`src/rtl/spongent_hash_ctrl.sv`:
```
// spongent_hash_ctrl: sequences one RATE=8 spongent core through clear, absorb, pad and squeeze.
// Optional msg_len byte counter output enabled by SPONGENT_CTRL_MSG_LEN_EN.
module spongent_hash_ctrl #(
    parameter int unsigned DIGEST_BYTES = 16,
    parameter logic [7:0]  PAD_BYTE     = 8'h80
) (
    input  logic        clk,
    input  logic        reset,
    input  logic        start,
    input  logic        empty,
    output logic        busy,
    output logic        done,
    input  logic [7:0]  msg_data,
    input  logic        msg_valid,
    input  logic        msg_last,
    output logic        msg_ready,
    output logic [7:0]  dig_data,
    output logic        dig_valid,
    output logic        dig_last,
    input  logic        dig_ready,
    output logic        sp_reset,
    output logic        sp_start_continue,
    output logic        sp_msg_data_available,
    output logic [7:0]  sp_data_in,
    input  logic        sp_busy,
    input  logic [7:0]  sp_data_out
`ifdef SPONGENT_CTRL_MSG_LEN_EN
    ,
    output logic [31:0] msg_len
`endif
);
    typedef enum logic [3:0] {
        IDLE, CLEAR, ABS_WAIT, ABS_GO, ABS_RUN, PAD_GO, PAD_RUN, SQ_OUT, SQ_GO, SQ_RUN
    } state_t;
    state_t state_q, state_d;
    logic guard_q, guard_d, empty_q, empty_d, last_q, last_d;
    logic [7:0] cnt_q, cnt_d, sp_data_in_q, sp_data_in_d, dig_data_q, dig_data_d;
    logic msg_hs, perm_done, is_last;
    assign msg_hs    = state_q == ABS_WAIT && msg_valid;
    // guard_q marks the cycle right after a pulse, where sp_busy may not yet be valid
    assign perm_done = !guard_q && !sp_busy;
    assign is_last   = cnt_q == 8'(DIGEST_BYTES - 1);
    always_ff @(posedge clk) begin
        if (reset) begin
            state_q      <= IDLE;
            guard_q      <= 1'b0;
            empty_q      <= 1'b0;
            last_q       <= 1'b0;
            cnt_q        <= '0;
            sp_data_in_q <= '0;
            dig_data_q   <= '0;
        end else begin
            state_q      <= state_d;
            guard_q      <= guard_d;
            empty_q      <= empty_d;
            last_q       <= last_d;
            cnt_q        <= cnt_d;
            sp_data_in_q <= sp_data_in_d;
            dig_data_q   <= dig_data_d;
        end
    end
    always_comb begin
        state_d      = state_q;
        guard_d      = 1'b0;
        empty_d      = empty_q;
        last_d       = last_q;
        cnt_d        = cnt_q;
        sp_data_in_d = sp_data_in_q;
        dig_data_d   = dig_data_q;
        case (state_q)
            IDLE: if (start) begin
                state_d = CLEAR;
                empty_d = empty;
                cnt_d   = '0;
            end
            CLEAR: begin
                state_d      = empty_q ? PAD_GO : ABS_WAIT;
                sp_data_in_d = empty_q ? PAD_BYTE : sp_data_in_q;
            end
            ABS_WAIT: if (msg_hs) begin
                state_d      = ABS_GO;
                sp_data_in_d = msg_data;
                last_d       = msg_last;
            end
            ABS_GO: begin
                state_d = ABS_RUN;
                guard_d = 1'b1;
            end
            ABS_RUN: if (perm_done) begin
                state_d      = last_q ? PAD_GO : ABS_WAIT;
                sp_data_in_d = last_q ? PAD_BYTE : sp_data_in_q;
            end
            PAD_GO: begin
                state_d = PAD_RUN;
                guard_d = 1'b1;
            end
            PAD_RUN: if (perm_done) begin
                state_d    = SQ_OUT;
                cnt_d      = '0;
                dig_data_d = sp_data_out;
            end
            SQ_OUT: if (dig_ready) begin
                state_d = is_last ? IDLE : SQ_GO;
                cnt_d   = is_last ? cnt_q : cnt_q + 8'd1;
            end
            SQ_GO: begin
                state_d = SQ_RUN;
                guard_d = 1'b1;
            end
            SQ_RUN: if (perm_done) begin
                state_d    = SQ_OUT;
                dig_data_d = sp_data_out;
            end
            default: state_d = IDLE;
        endcase
    end
    always_comb begin
        busy                  = state_q != IDLE;
        msg_ready             = state_q == ABS_WAIT;
        dig_valid             = state_q == SQ_OUT;
        dig_last              = dig_valid && is_last;
        done                  = dig_last && dig_ready;
        sp_reset              = state_q == CLEAR;
        sp_msg_data_available = state_q == ABS_GO || state_q == PAD_GO;
        sp_start_continue     = sp_msg_data_available || state_q == SQ_GO;
        sp_data_in            = sp_data_in_q;
        dig_data              = dig_data_q;
    end
`ifdef SPONGENT_CTRL_MSG_LEN_EN
    logic [31:0] len_q, len_d;
    always_comb
        len_d = state_q == CLEAR ? '0 : (msg_hs && len_q != '1) ? len_q + 32'd1 : len_q;
    always_ff @(posedge clk) begin
        if (reset) len_q <= '0;
        else       len_q <= len_d;
    end
    assign msg_len = len_q;
`endif
endmodule

```
`config.mk`:
```
export PLATFORM = sky130hd
export DESIGN_NAME = spongent_hash_ctrl
export DESIGN_NICKNAME = d
export VERILOG_FILES = /design/src/rtl/spongent_hash_ctrl.sv
export SDC_FILE = /design/constraint.sdc
export NUM_CORES = 1
export LEC_CHECK = 0
export BUFFER_PORTS_ARGS = -buffer_cell sky130_fd_sc_hd__buf_2
export CORE_MARGIN = 1.5
export CORE_UTILIZATION = 35
export DETAILED_ROUTE_END_ITERATION = 7
export PLACE_DENSITY = 0.54
export SLEW_MARGIN = 20
export SYNTH_ARGS = -nofsm -noshare
export SYNTH_HDL_FRONTEND = slang
export SYNTH_SLANG_ARGS = --single-unit
```
`constraint.sdc`:
```
create_clock -name clk -period 2.1 [get_ports clk]
set_clock_uncertainty 0.1 [all_clocks]
set_input_delay 0.21 -clock clk [delete_from_list [all_inputs] [get_ports clk]]
set_output_delay 0.21 -clock clk [all_outputs]
set_load 0.01 [all_outputs]
```
==> results.json <==
{
  "status": "finished, final reports clean",
  "rr_endpoint": "state_q[2]",
  "ys.warnings.count": 0,
  "dp.cells": 307,
  "dp_hpwl_um": 2780,
  "cts_buffer_depth": 2,
  "synth.area.top_cells": "dfxtp_1, mux2i_1, nor2_1, nand2b_1, a21oi_1",
  "grt_pass1_vias": 1439,
  "cap_violations": 0,
  "fin_tns_setup_ns": 0,
  "worstSetupPathType": "flip-flop to flip-flop",
  "wire_per_inst_um": 12.3,
  "drcViolationCount": 0,
  "clock-sinks": 31,
  "coreArea_mm2": 0.00472,
  "die_h_um": 72.9,
  "syn_area_mm2": 0.00171,
  "fillers": 485,
  "drtPass1Iterations": 4,
  "cts-buffers-inserted": 5,
  "cts_root_buffer": "clkbuf_8",
  "antenna_found_initial": 0,
  "post-route-min-period_ns": 1.97,
  "final_cells": 315,
  "final_cell_mix": "buf_2, dfxtp_1, nor2_1, mux2i_1",
  "required_ns": 2.17,
  "setup_viol": 0,
  "rsz0062_at_grt": "false",
  "track_usage": 0.156,
  "io_pins": 48,
  "n_antenna_cell": 0,
  "synthArstFlopShare": 0,
  "cts_max_level": 2,
  "yosys.area.top_type": "dfxtp_1",
  "ys_seq_elements": 31,
  "final_common_cell": "buf_2",
  "ys_types": 54,
  "path_clk_slew_ns": 0.07,
  "hold_viol_final": 0,
  "netlist.area_leader.share": 0.363,
  "drtAntennaViolNets": 0,
  "drt-total-wl_um": 3880,
  "drive_gt1_frac": 0.315,
  "min_period_over_period": 0.936,
  "synth_edf_count": 0,
  "syn-num-nets": 218,
  "grt_max_degree": 23,
  "start_kind": "flip-flop",
  "fmax_mhz": 509,
  "ys_seq_area_frac": 0.363,
  "regToRegStartpoint": "state_q[2]",
  "hp-class": "input port to flip-flop",
  "hold_end": "empty_q",
  "gp_congestion": 0.829,
  "powerDensity_mw_per_mm2": 904,
  "start_util": 0.362,
  "drt_iter0_drc": 79,
  "tightestPinTransition_ns": 0.601,
  "worstHoldPathCells": 3,
  "crit_path_end_kind": "flip-flop",
  "ir_worst_vdd_uv": 431,
  "io_buffers": 47,
  "critPathArrivalTime_ns": 2.03,
  "p_leak_nw": 1.02,
  "clk_latency_ns": 0.28,
  "r2r_slack_ns": 0.13,
  "cts_tree": "built",
  "die_area_mm2": 0.00532,
  "area_growth_pct": 25.8,
  "grt_pass1_wl_um": 6460,
  "avgSynthCellArea_um2": 8.86,
  "vias_per_cell": 4.97,
  "layout.nets": 272,
  "min_from": "empty",
  "grt_overflow_total": 0,
  "drv_slew": 0,
  "num_rows": 25,
  "cts_setup_buffers": 0,
  "dieWidth_um": 72.9,
  "ys_dominant_reg_cell": "dfxtp_1",
  "num_vias": 1566,
  "reg2regPathDepth": 4,
  "synth_cells": 193,
  "critPathMaxFanout": 15,
  "max-slew-margin-rel": 0.598
}
## metrics by stage
| step | utilization | instance area [um2] | setup WS (ns) | hold slack, ns | power, mW |
|---|---|---|---|---|---|
| global route | 0.456 | 2150 | 0.00681 | 0.0755 | 2.08 |
| global placement | 0.437 | 2060 | 0.185 | 0.342 | 1.52 |
| detailed placement | 0.437 | 2060 | 0.160 | 0.350 | 1.51 |
| finish | 0.456 | 2150 | 0.134 | 0.0661 | 1.94 |
| CTS | 0.454 | 2140 | 0.0868 | 0.0579 | 1.97 |
| floorplan | - | 1710 | 0.338 | 0.249 | 1.28 |
## layout make-up
| type | count | area, um2 | area share |
|---|---|---|---|
| flip-flops and latches | 31 | 622 | 0.289 |
| clock buffers | 7 | 76.3 | 0.0355 |
| repair buffers | 57 | 310 | 0.144 |
| clock inverters | 1 | 5.00 | 0.00233 |
| inverters | 3 | 11.3 | 0.00523 |
| well taps | 67 | 83.8 | 0.0390 |
| multi-input cells | 149 | 1040 | 0.485 |
## worst max path at each step
stage | depth (start not counted) | endpoint | start
floorplan | 5 | state_q[2] | state_q[1]
global placement | 4 | state_q[2] | state_q[2]
detailed placement | 4 | state_q[2] | state_q[2]
CTS | 5 | sp_start_continue | state_q[0]
global route | 4 | sp_start_continue | state_q[3]
finish | 4 | state_q[2] | state_q[2]
## report_power, final
group	internal (mW)	switching, mW
Sequential	0.637	0.0694
Clock	0.232	0.213
Combinational	0.364	0.429
Total	1.23	0.711
## Yosys cell counts, drive strengths merged (4+ instances only)
| master | instances |
|---|---|
| mux2i | 18 |
| nand3 | 6 |
| o31ai | 4 |
| and3 | 5 |
| dfxtp | 31 |
| a21oi | 13 |
| a31oi | 6 |
| nand2 | 14 |
| nand2b | 12 |
| clkbuf | 5 |
| nor2 | 19 |
| buf | 5 |
## layer usage
layer | vias up | global-route usage | part of all wire
met3 | 2 | 0.0497 | 0.050
met2 | 34 | 0.241 | 0.44
met1 | 713 | 0.202 | 0.50
met5 | - | 0 | 0
li1 | 817 | - | -
met4 | 0 | 0.0650 | 0.0085
## state kept, by name, summed over array words and instances, names as in the netlist
register    cells
dig_data        8
sp_data_in      8
empty_q         1
state_q         4
cnt_q           8
last_q          1
guard_q         1
## critical path, stage by stage, from the launching register on
cell	delay (ns)
dfxtp_1	0.45
or4_1	0.60
a21o_1	0.22
and3_4	0.20
mux2_4	0.29
## logic make-up after synthesis
| logic type | after synthesis | synth area share |
|---|---|---|
| fa+ha+maj | 1 | 0.00731 |
| simple gates | 83 | 0.286 |
| buf+inv | 13 | 0.0307 |
| flops | 31 | 0.363 |
| compound gates | 45 | 0.194 |
| xor+xnor | 1 | 0.00512 |
| mux | 19 | 0.114 |
## timing repair
action	in CTS	in global routing
resized for setup	0	2
hold buffers	0	0
hold endpoints to repair	0	0
endpoints found under the setup margin	0	2
Note: power is estimated with default switching activity, not from simulation.
